===== src/rtl/fetch_ctrl_pkg.sv =====
// rtl/fetch_ctrl_pkg.sv - shared state encoding and widths for the fetch sequencer
package fetch_ctrl_pkg;

    localparam int BOOT_CNT_W  = 4;
    localparam int FLUSH_CNT_W = 2;

    localparam logic PCSEL_SEQ = 1'b0;
    localparam logic PCSEL_TGT = 1'b1;

    typedef enum logic [2:0] {
        ST_IDLE   = 3'd0,
        ST_BOOT   = 3'd1,
        ST_RUN    = 3'd2,
        ST_STALL  = 3'd3,
        ST_REDIR  = 3'd4,
        ST_HALTED = 3'd5
    } state_e;

endpackage


===== src/rtl/fetch_perf_cnt.sv =====
// rtl/fetch_perf_cnt.sv - 16-bit saturating event counter with synchronous clear
module fetch_perf_cnt (
    input  logic        clk,
    input  logic        clr,
    input  logic        inc,
    output logic [15:0] count
);

    logic [15:0] count_q;
    logic [15:0] count_d;

    always_comb begin
        count_d = count_q;
        if (inc && (count_q != 16'hFFFF)) begin
            count_d = count_q + 16'd1;
        end
    end

    always_ff @(posedge clk) begin
        if (clr) begin
            count_q <= '0;
        end else begin
            count_q <= count_d;
        end
    end

    assign count = count_q;

endmodule


===== src/rtl/fetch_ctrl.sv =====
// rtl/fetch_ctrl.sv - IF-stage sequencer (boot, stall, redirect, halt); FETCH_CTRL_PERF_EN adds STALL_CNT/REDIR_CNT
module fetch_ctrl
    import fetch_ctrl_pkg::*;
#(
    parameter int ADDR_W      = 32,
    parameter int BOOT_CYCLES = 2,
    parameter int FLUSH_SLOTS = 1
) (
    input  logic              CLK,
    input  logic              RST,
    input  logic              START,
    input  logic              HALT_REQ,
    input  logic              STALL,
    input  logic              BR_TAKEN,
    input  logic [ADDR_W-1:0] BR_TARGET,
    output logic              CNTEN,
    output logic              PCsel,
    output logic [ADDR_W-1:0] PC_TGT,
    output logic              IFID_WE,
    output logic              IFID_FLUSH,
    output logic              BUSY,
    output logic [2:0]        STATE
`ifdef FETCH_CTRL_PERF_EN
    ,
    output logic [15:0]       STALL_CNT,
    output logic [15:0]       REDIR_CNT
`endif
);

    localparam logic [BOOT_CNT_W-1:0] BOOT_LOAD  = BOOT_CNT_W'(BOOT_CYCLES - 1);
    localparam logic [BOOT_CNT_W-1:0] FLUSH_LOAD = BOOT_CNT_W'(FLUSH_CNT_W'(FLUSH_SLOTS - 1));

    state_e                  state_q,  state_d;
    logic [BOOT_CNT_W-1:0]   cnt_q,    cnt_d;
    logic [ADDR_W-1:0]       pc_tgt_q, pc_tgt_d;

    always_comb begin
        state_d  = state_q;
        cnt_d    = cnt_q;
        pc_tgt_d = pc_tgt_q;
        unique case (state_q)
            ST_IDLE: begin
                if (START) begin
                    state_d = ST_BOOT;
                    cnt_d   = BOOT_LOAD;
                end
            end
            ST_BOOT: begin
                if (HALT_REQ) begin
                    state_d = ST_HALTED;
                end else if (cnt_q == '0) begin
                    state_d = ST_RUN;
                end else begin
                    cnt_d = cnt_q - 1'b1;
                end
            end
            ST_RUN, ST_STALL: begin
                // a stall coinciding with a branch is dropped: its slot gets flushed anyway
                if (HALT_REQ) begin
                    state_d = ST_HALTED;
                end else if (BR_TAKEN) begin
                    state_d  = ST_REDIR;
                    pc_tgt_d = BR_TARGET;
                    cnt_d    = FLUSH_LOAD;
                end else if (STALL) begin
                    state_d = ST_STALL;
                end else begin
                    state_d = ST_RUN;
                end
            end
            ST_REDIR: begin
                if (HALT_REQ) begin
                    state_d = ST_HALTED;
                end else if (BR_TAKEN) begin
                    pc_tgt_d = BR_TARGET;
                    cnt_d    = FLUSH_LOAD;
                end else if (cnt_q == '0) begin
                    state_d = ST_RUN;
                end else begin
                    cnt_d = cnt_q - 1'b1;
                end
            end
            ST_HALTED: begin
                if (START) begin
                    state_d = ST_RUN;
                end
            end
            default: state_d = ST_IDLE;
        endcase
    end

    always_ff @(posedge CLK) begin
        if (RST) begin
            state_q  <= ST_IDLE;
            cnt_q    <= '0;
            pc_tgt_q <= '0;
        end else begin
            state_q  <= state_d;
            cnt_q    <= cnt_d;
            pc_tgt_q <= pc_tgt_d;
        end
    end

    // the counter sits at FLUSH_LOAD only in the first cycle of a (re)started redirect
    always_comb begin
        CNTEN      = 1'b0;
        PCsel      = PCSEL_SEQ;
        IFID_WE    = 1'b0;
        IFID_FLUSH = 1'b0;
        unique case (state_q)
            ST_BOOT: IFID_FLUSH = 1'b1;
            ST_RUN: begin
                CNTEN   = 1'b1;
                IFID_WE = 1'b1;
            end
            ST_REDIR: begin
                CNTEN      = 1'b1;
                IFID_WE    = 1'b1;
                IFID_FLUSH = 1'b1;
                PCsel      = (cnt_q == FLUSH_LOAD) ? PCSEL_TGT : PCSEL_SEQ;
            end
            default: ;
        endcase
    end

    assign BUSY   = (state_q != ST_IDLE) && (state_q != ST_HALTED);
    assign STATE  = state_q;
    assign PC_TGT = pc_tgt_q;

`ifdef FETCH_CTRL_PERF_EN
    logic redir_entry;

    assign redir_entry = (state_d == ST_REDIR) && ((state_q != ST_REDIR) || BR_TAKEN);

    fetch_perf_cnt u_stall_cnt (
        .clk   (CLK),
        .clr   (RST),
        .inc   (state_q == ST_STALL),
        .count (STALL_CNT)
    );

    fetch_perf_cnt u_redir_cnt (
        .clk   (CLK),
        .clr   (RST),
        .inc   (redir_entry),
        .count (REDIR_CNT)
    );
`endif

endmodule


===== config.mk =====
export PLATFORM = sky130hd
export DESIGN_NAME = fetch_ctrl
export DESIGN_NICKNAME = d
export VERILOG_FILES = /design/src/rtl/fetch_ctrl_pkg.sv /design/src/rtl/fetch_perf_cnt.sv /design/src/rtl/fetch_ctrl.sv
export SDC_FILE = /design/constraint.sdc
export NUM_CORES = 1
export LEC_CHECK = 0
export CAP_MARGIN = 20
export CORE_MARGIN = 3
export CORE_UTILIZATION = 37
export DETAILED_ROUTE_END_ITERATION = 10
export PLACE_DENSITY = 0.75
export REMOVE_ABC_BUFFERS = 1
export SKIP_CTS_REPAIR_TIMING = 1
export SLEW_MARGIN = 20
export SYNTH_ARGS = -nofsm -noshare
export SYNTH_HDL_FRONTEND = slang
export SYNTH_SLANG_ARGS = --single-unit
export TNS_END_PERCENT = 100

===== constraint.sdc =====
create_clock -name CLK -period 1.7 [get_ports CLK]
set_input_delay 0.17 -clock CLK [delete_from_list [all_inputs] [get_ports CLK]]
set_output_delay 0.17 -clock CLK [all_outputs]
set_load 0.01 [all_outputs]

# After elaboration in Yosys (flattened, before gate mapping)
# Index checks and enable logic that the tools add are counted.
# Widths: inputs -> output; s select.
dict set report totals {
  regBits 39
  input_bits 38
  elab_cells 52
  output_inout_bits 40
}
dict set report classes {
  mux 22
  n_eq_ne 13
  add_sub_neg 1
  bitwise_logic 1
  n_reduce_logical 12
}
# op n
set ops {}
lappend ops {{$mux 4} 7}
lappend ops {{$mux 3} 8}
lappend ops {{$pmux 4 s4} 1}
lappend ops {{$pmux 3 s5} 1}
lappend ops {{$ne 2x2->1 const B} 6}
lappend ops {{$eq 3x2->1 const B} 2}
lappend ops {{$eq 3x3->1 const B} 2}
lappend ops {{$ne 3x3->1 const B} 2}
lappend ops {{$reduce_and 3->1} 2}
lappend ops {{$reduce_and 6->1} 1}
lappend ops {{$reduce_or 2->1} 3}
lappend ops {{$mux 1} 5}
lappend ops {{$logic_not 4->1} 1}
lappend ops {{$reduce_bool 4->1} 1}
lappend ops {{$sub 4x1->4 const B} 1}
lappend ops {{$eq 3x1->1 const B} 1}
lappend ops {{$logic_not 3->1} 1}
lappend ops {{$reduce_bool 3->1} 1}
lappend ops {{$reduce_or 3->1} 1}
lappend ops {{$logic_and 1x1->1} 1}
lappend ops {{$not 1->1} 1}

# Depth between registers and ports, before layout
# Gate-level depths: netlist of run 1.
dict set report logic_depth {
  ltp_word 5
  depth_mapped 6
  ltp_nobuf 6
}

# Least setup slack after synthesis of run 1
# No wires, ideal clock.
dict set report synth_timing {
  path_kind {reg-to-reg}
  startpoint {reg cnt_q[0]}
  endpoint {reg state_q[0] (netlist: STATE[0])}
  n_path_buf 0
  arrival_ps 1527
  required_ps 1614
  stages_incl_launch_ff 7
  setup_slack_ps 87
  setup_time_ps 86
  path_cell_list {dfxtp_1 > inv_1 > ha_1 > nor3b_1 > or3_1 > a31o_1 > a221oi_2}
}
dict set report synth_via {
  elab_chain_cells 5
}
# element line_no
set synth_rtl {}
lappend synth_rtl {{start: declaration} fetch_ctrl.sv:34} ;# logic [BOOT_CNT_W-1:0] cnt_q, cnt_d;
lappend synth_rtl {{start signal: assignment} fetch_ctrl.sv:99} ;# cnt_q <= cnt_d;
lappend synth_rtl {{$logic_not 4->1 (*)} {fetch_ctrl.sv:51, fetch_ctrl.sv:77}}
lappend synth_rtl {{$mux 3 (*)} n/a}
lappend synth_rtl {{$mux 3 (2 in a row)} n/a}
lappend synth_rtl {{$pmux 3 s5 (*)} n/a}
lappend synth_rtl {{end signal: assignment} fetch_ctrl.sv:98} ;# state_q <= state_d;
lappend synth_rtl {{end: declaration} fetch_ctrl.sv:33} ;# state_e state_q, state_d;
# Mark *: on every way between the ends. The rest lies on a longest branch, timed or not. The select of a mux whose other input is x is not followed.
# A chain may end at the register's enable or synchronous reset.

# Worst setup path in the final report of run 1
# Ends and elaborated chain as after synthesis.

==> results.md, run 1 <==
Die:
- After floorplanning, the core was sized to cover 4470 sq um.
- The die boundary height is 74.9 um.
- The floorplan step defined a die boundary enclosing around 5600 sq um.
- During I/O placement, the number of pins put on the boundary was between 70 and 80.
- The floorplan row count is 24.
- The die width is 74.9 um.
- The starting density of the core is 39.3%.

Routing:
- After detailed routing, the number of remaining DRC violations is 0.
- In the detailed route, the total length drawn on met3 is 246 um.
- Dividing the detail-routed via count by the number of cells gives approximately 5.0.
- The routed length on met2 is about 2400 um.
- After detailed routing, the total wire length is roughly 4800 um.
- The top layer used by detailed routing is met4.
- The vias after detailed routing is 1806.
- The average wire per standard cell is 13.2 um.
- After the first detailed-routing iteration, the DRC count stood at 74.
- The length of routed wiring on met1 is 2070 um.
- The detailed-routing iteration count for the pre-antenna-repair pass is 4.
- The remaining number of nets flagged by the antenna check after routing is 0.

Logic synthesis:
- The number of library cell types mapped by synthesis is 45.
- In the synthesized netlist the async set-or-reset flop fraction comes to 0%.
- The number of flip-flops and latches in the synthesized netlist is 39.
- For this run, the leading register cell type out of synthesis is sky130_fd_sc_hd__dfxtp_1.
- Ranked by instance count, the synthesized netlist is headed by sky130_fd_sc_hd__nand2_1 (67), sky130_fd_sc_hd__dfxtp_1 (39), sky130_fd_sc_hd__a21oi_1 (35).
- The synthesized design devotes to its leading area cell type 44.4% of total area.
- For this run, the number of Yosys warnings is 0.
- Summed over all instances, the cell type with the most area after synthesis is sky130_fd_sc_hd__dfxtp_1.
- The synthesized area per cell is approximately 8 sq um.
- The number of instances in the synthesized netlist is 220.
- The share of the Yosys chip area taken by registers is between 40% and 50%.
- The number of flops mapped to enable cells by yosys is 0.
- The total standard cell area after synthesis is 1760 sq um.
- The library cell with the highest instance count after synthesis is sky130_fd_sc_hd__nand2_1.
- In the post-synthesis netlist, the biggest area contributors are sky130_fd_sc_hd__dfxtp_1 (44%), sky130_fd_sc_hd__nand2_1 (14%), sky130_fd_sc_hd__a21oi_1 (10%).

STA:
- Clock skew on the completed layout was measured at approximately 0.0064 ns.
- The peak clock frequency supported by timing is roughly 0.6 GHz.
- The clock period minus worst slack is 1.65 ns.
- The final-layout worst hold slack is about 0.42 ns.
- The setup violation total in the final timing report is 0.
- The final max-slew violation count is 0.
- At the pin with the least slew margin, the transition time is 0.458 ns.
- In this run the tightest slew margin relative to its limit is approximately 69%.
- The final hold violation count is 0.
- Dividing the final minimum period by the clock period gives a little over nine tenths.

Placed design:
- Including well taps, the total number of placed cells is around 360.
- The area after detailed placement is about 2700 sq um.
- The number of buffer cells added on primary ports is 77.
- The placed wire-length estimate is ~3600 um.
- The final RePlAce weighted congestion is approximately 0.85.

Worst setup path:
- The worst setup path is launched from a flop.
- The count of buffer and inverter cells on the critical path is 1.
- Among all stages on the critical path, the largest delay is contributed by sky130_fd_sc_hd__or3_4.
- Along the worst path, the maximum fanout reaches 3.
- The setup slack of the worst register-to-register path is 0.05 ns.
- STA classifies the critical path endpoint as a flop.
- The capturing point of the worst reg2reg path is STATE[0].
- The data arrival time at the worst-slack endpoint is around 1.9 ns.
- The largest stage delay on the critical path is roughly 0.34 ns.
- The kind of cell with the highest combined delay along the critical path is compound AO/OA/AOI/OAI gates.
- Traced cell by cell, the critical path runs through inv_1 > ha_2 > nor3b_4 > or3_4 > a31o_4 > a221oi_2.
- The classification of the worst setup path is flop to flop.
- Measured in cells, the most critical reg-to-reg path has a length of 6.
- The startpoint of the worst-slack reg-to-reg timing path is cnt_q[0].
- At the worst endpoint, the required time is between 1.5 and 2 ns.

CTS:
- The depth of the CTS H-tree is 2.
- The TritonCTS buffer count is 5.
- In this run the clock root is driven by a sky130_fd_sc_hd__clkbuf_8.
- The clock latency of the later-clocked register in the worst-skew pair is roughly 0.29 ns.
- After clock tree synthesis, the clock-pin slew on the worst setup and hold paths is about 0.080 ns.
- The tree built by TritonCTS fans out to 39 sinks.
- The longest clock path from root to sink contains 2 buffers.
- The clock tree from TritonCTS is done.

Run:
- The tool flagged a number of max-cap violations equal to 0.

Power:
- Of the total power, registers draw approximately two fifths.
- The share of total power in combinational logic is 37.4%.
- Summed over all cells, the static leakage comes to about 0.0011 uW.
- Of the total power, the share spent switching nets is 31.0%.
- In this run the power density over the cells is around 920 nW/um^2.
- The switching power is between 800 and 900 uW.
- The peak supply drop is a little over 0.6 mV.
- The relative contribution of the clock network to total power is between 20% and 30%.
- The internal portion of the total power is approximately 1800 uW.

Global route:
- The via count of the first global-routing pass is about 1700.
- The overall routing resource usage is between 10% and 20%.
- Entering global routing, the biggest net connects 21 pins.
- The initial antenna violation count came to 0.
- After global routing the overflow that remains totals 0.
- The first global-routing pass estimated 7530 um of wire.

Final layout:
- Counting the fill cells in the layout gives between 300 and 400.
- The number of inserted diodes is 0.
- The area growth from synthesis to final layout is 62.9%.
- The final cell count without fillers is around 360.
- The area used by multi-input combinational logic is 913 sq um.
- After routing the design area is ~2900 sq um.
- The final layout contains 350 nets.
- The fraction of layout instances using a drive strength above 1 is between 10% and 20%.
- Summing all flip-flop and latch instances after layout gives around 800 sq um.

Worst hold path:
- The worst hold path stage count is 3.
- For hold timing, the worst endpoint is PC_TGT[21].
- The startpoint of the worst hold path is BR_TARGET[21].
- The class of the most critical hold timing path is input pin to flop.

Status:
- The flow ran to the end, and the final reports show no timing, DRC or antenna violations.
[sequential cells by signal (all words and copies together), names as in the netlist]
name,cells
cnt_q,4
STATE,3
PC_TGT,32
[cell families after synthesis]
logic type / count (synthesis) / synth area share (%)
DFF: 39 / 44.4
AOI/OAI and AO/OA: 61 / 23.6
buffers and inverters: 21 / 5.56
xor gates and xnor gates: 3 / 1.50
and+or+nand+nor: 95 / 24.2
adders and majority gates: 1 / 0.712
[cell type report]
type	instances	share of cell area, %
flip-flops and latches	39	27.8
well taps	52	2.27
clock inverters	2	0.437
repair buffers	101	34.5
multi-input cells	160	31.9
clock buffers	6	2.54
inverters	4	0.525
[worst max-delay path by stage]
stage	end	slack, ns	startpoint	depth (start not counted)
after global routing	STATE[0]	-0.02	cnt_q[0]	6
after global placement	PCsel	-0.05	cnt_q[0]	5
after detailed placement	PCsel	-0.08	cnt_q[0]	5
final	STATE[0]	0.05	cnt_q[0]	6
after CTS	PCsel	-0.41	cnt_q[0]	5
after floorplan	PC_TGT[0]	-0.22	STATE[2]	4
[cell usage in the layout, fill, tap and decap left out, drive strengths merged, types with 2 or more instances in the layout]
cell type      synthesis  routed
a21oi                 36      36
a31oi                  4       4
buf                    8      24
clkbuf                 9       6
clkdlybuf4s50          0      72
dfxtp                 39      39
dlymetal6s2s           0       5
inv                    4       4
nand2                 67      67
nand2b                 4       4
nand3b                 2       2
nor2                   7       7
nor2b                  5       5
nor3b                  2       2
o2111ai                3       3
o21a                   2       2
o21ai                  2       2
xnor2                  2       2
[through the flow]
step / TNS (ns) / util (%) / total power (uW) / worst slack [ns]
global placement: -0.0474 / 60.5 / 1980 / -0.0474
floorplan: -7.13 / - / 1480 / -0.217
finish: 0 / 64.0 / 2640 / 0.0461
global route: -0.0160 / 64.0 / 2780 / -0.0160
CTS: -1.45 / 62.4 / 2600 / -0.408
detailed placement: -0.0932 / 60.5 / 2000 / -0.0800
[power groups by stage]
stage	sequential [uW]	clock [uW]	combinational, uW
after detailed placement	1050	0	942
after global placement	1050	0	928
after floorplan	1090	0	398
final	1050	605	987
after global routing	1060	657	1060
after CTS	1030	625	945
[worst reg2reg max path: cells and delay by family, from the launching register on]
family,cells,cell delay [ns]
buffers and inverters,1,0.05
AND/OR/NAND/NOR,2,0.49
AO/OA/AOI/OAI,2,0.50
flip-flops,1,0.33
adder cells (fa/ha/maj),1,0.18
[metal layers]
metal  GRT usage [%]  vias to the layer above
met5               0                        -
met4            6.52                        0
met3            4.27                        5
met1            20.7                      824
met2            30.5                       50
li1                -                      927
(Power assumes the default switching activity.)
==> run 2, diff against run 1 <==
GPL_ROUTABILITY_DRIVEN = 1   (was unset)
GPL_TIMING_DRIVEN = 1   (was unset)
==> results of run 2 <==
The final DEF is identical to that of run 1; final timing and power are the same.
==> run 3, diff against run 2 <==
==> constraint.sdc (replaced) <==
create_clock -name CLK -period 1.7 [get_ports CLK]
set_input_delay 0.34 -clock CLK [delete_from_list [all_inputs] [get_ports CLK]]
set_output_delay 0.34 -clock CLK [all_outputs]
set_load 0.01 [all_outputs]
==> run 3 against run 2 <==
The flow now finishes with violations (negative setup slack). Clock power increased by 2%. Sequential share of layout area shrank 0.97 points. Cell count up 1.1%. Global-route usage is 0.080 points higher.
==> results.md, run 3 (synthesis gave the netlist of run 1 again) <==
Die:
- The floorplan row count is 24 (unchanged).
- The boundary pin count came to 78 (unchanged).
- The die outline area is 5610 sq um (unchanged).
- The area of the core came to 4470 sq um (unchanged).
- The starting density of the core came to 39.3% (unchanged).
- The die width was 74.9 um (unchanged).
- The die boundary height is 74.9 um (unchanged).

Routing:
- The detailed-route wire length came to 4960 um (+3.2%).
- The detailed-routing iteration count for the pre-antenna-repair pass was 4 (unchanged).
- The remaining number of nets flagged by the antenna check after routing is 0 (unchanged).
- The detailed-route vias per instance is 5.05 (+1.9%).
- The average wire per standard cell was 13.5 um (+2.0%).
- The vias after detailed routing was 1860 (+3.0%).
- The residual DRC count is 0 (unchanged).
- The number of DRC markers in iteration 0 is 73 (-1.4%).

Power:
- The peak supply drop came to 0.522 mV (-15%).
- The power per unit of standard cell area came to 922 nW/um^2 (about the same).
- The total power was 2710 uW (+2.8%).
- The total leakage power is 0.00115 uW (+6.6%).

Placed design:
- The placed wire-length estimate came to 3550 um (about the same).
- The number of buffer cells added on primary ports is 77 (unchanged).
- The final RePlAce weighted congestion is 0.864 (+1.9%).
- The worst slack at placement is -0.168 ns (-0.0880 ns).
- The placed instance count is 358 (+0.85%).

STA:
- The clock period minus worst slack is 1.81 ns (+0.158 ns).
- The remaining max-slew budget at the tightest pin is 77.1% (+7.8 points).
- The setup violation total in the final timing report is 4 (+4).
- The minimum setup slack in the final design is -0.112 ns (-0.158 ns).
- The actual transition at the worst max-transition pin is 0.341 ns (-0.117 ns).
- The portion of the clock cycle consumed by the worst path in the final layout came to 107% (+9.3 points).
- The final-layout worst hold slack is 0.454 ns (+0.0333 ns).
- Setup repair after global routing could not meet its margin everywhere.
- The final max-slew violation count is 0 (unchanged).
- The peak clock frequency supported by timing is 0.552 GHz (-8.7%).
- The maximum clock skew at final layout is 0.00206 ns (-0.00433 ns).
- The final hold violation count is 0 (unchanged).

Status:
- The final reports fail on negative setup slack.
- The run finished, with violations left.

Final layout:
- The fraction of layout instances using a drive strength above 1 was 17.4% (+1.7 points).
- The final cell count without fillers came to 368 (+1.1%).
- The flip-flop count of the largest register after layout was 32 (unchanged).
- The number of fill cells was 351 (-12%).
- The number of nets in the finished design was 354 (+1.1%).
- The area growth from synthesis to final layout is 67.5%.
- Leaving out fill and tap cells, the most frequent cell in the layout is sky130_fd_sc_hd__clkdlybuf4s50_1.
- The top cell types in the final layout, fill and taps aside, are sky130_fd_sc_hd__clkdlybuf4s50_1 (70), sky130_fd_sc_hd__nand2_1 (67), sky130_fd_sc_hd__dfxtp_1 (35), sky130_fd_sc_hd__a21oi_1 (35), sky130_fd_sc_hd__buf_4 (23).
- The number of inserted diodes was 0 (unchanged).

Global route:
- The largest net degree at the start of global routing is 42 (+100%).
- The global-route congestion overflow total came to 0 (unchanged).
- The first-pass GRT wire length is 7570 um (+0.56%).
- The overall routing resource usage came to 17.6% (+0.080 points).
- The initial antenna violation count came to 0 (unchanged).
- The via count of the first global-routing pass is 1753 (+5.5%).

Worst setup path:
- The setup path with the least slack is of type flop to output port.
- In this run the critical register-to-register path is launched from cnt_q[0].
- In this run the critical register-to-register path is captured at STATE[0].
- The data arrival time at the worst-slack endpoint came to 1.47 ns (-0.38 ns).
- The number of cells on the worst reg-to-reg path was 7 (+1).
- STA classifies the critical path startpoint as a flop.
- The maximum net fanout on the critical path was 5 (+2).
- The critical path endpoint category is an output port.
- The setup slack of the worst register-to-register path was -0.08 ns (-0.13 ns).
- The critical path data required time is 1.36 ns (-0.54 ns).

CTS:
- The clock latency of the later-clocked register in the worst-skew pair came to 0.29 ns (about the same).
- The clock sink count is 39 (unchanged).
- The TritonCTS buffer count is 5 (unchanged).
- The clock tree from TritonCTS is done.
- Clock tree synthesis selected as its root buffer the cell sky130_fd_sc_hd__clkbuf_8.
- The maximum buffer depth of the clock tree came to 2 (unchanged).
- The clock transition at the registers of the reported paths is 0.08 ns (about the same).
- The depth of the CTS H-tree is 2 (unchanged).

Worst hold path:
- The hold path endpoint is PC_TGT[29].
- The startpoint of the worst hold path is PC_TGT[29].
- The worst hold path stage count is 2 (-1).
- The class of the most critical hold timing path is flop to flop.

Run:
- The count of maximum capacitance violations came to 0 (unchanged).
run 3: cell count changes in the layout (fill, tap and decap cells not counted), sizes merged:
cell | previous run | this run
buf | 24 | 28
clkbuf | 6 | 5
clkdlybuf4s50 | 72 | 70
dlymetal6s2s | 5 | 7
clkinvlp | 1 | 2
run 3: stage by stage:
stage	instance area (sq um)	setup TNS, ns	utilization (%)
after global placement	2770	-0.841	61.9
after global routing	2940	-0.594	65.7
final	2940	-0.248	65.7
after floorplan	1670	-7.13	-
after detailed placement	2770	-2.76	61.9
after CTS	2860	-2.05	63.8
run 3: worst max-delay path, stage by stage, from the launching register on:
cell and delay, ns:
sky130_fd_sc_hd__dfxtp_1 0.48, sky130_fd_sc_hd__buf_4 0.18, sky130_fd_sc_hd__clkdlybuf4s50_1 0.52
run 3: where the power goes:
part	internal, uW	total [uW]	switching [uW]	leakage, uW
Clock	285	619	333	0.0000402
Sequential	976	1030	52.3	0.000318
Combinational	595	1070	471	0.000790
Total	1860	2710	856	0.00115
run 3: layout make-up:
class / instances / area (sq um) / share of cell area (%)
Tap cell: 52 / 65.1 / 2.21
Multi-Input combinational cell: 160 / 923 / 31.4
Timing Repair Buffer: 105 / 1060 / 36.1
Clock inverter: 3 / 20.0 / 0.681
Inverter: 4 / 15.0 / 0.510
Sequential cell: 39 / 788 / 26.8
Clock buffer: 5 / 68.8 / 2.34
run 3: worst max-delay path by stage:
stage	start	to	slack [ns]	cells after the start
final	STATE[0]	STATE[0]	-0.11	2
after global routing	STATE[0]	STATE[0]	-0.17	2
after CTS	cnt_q[0]	PCsel	-0.43	5
after detailed placement	BR_TAKEN	cnt_q[1]	-0.17	5
after global placement	BR_TAKEN	cnt_q[2]	-0.12	5
after floorplan	STATE[2]	PC_TGT[0]	-0.22	4
run 3: metal layers:
metal | vias up | track usage [%] | wire length (um)
met5 | - | 0 | 0
met2 | 61 | 31.4 | 2600
li1 | 939 | - | -
met1 | 858 | 19.6 | 1980
met3 | 2 | 5.21 | 333
met4 | 0 | 6.32 | 40
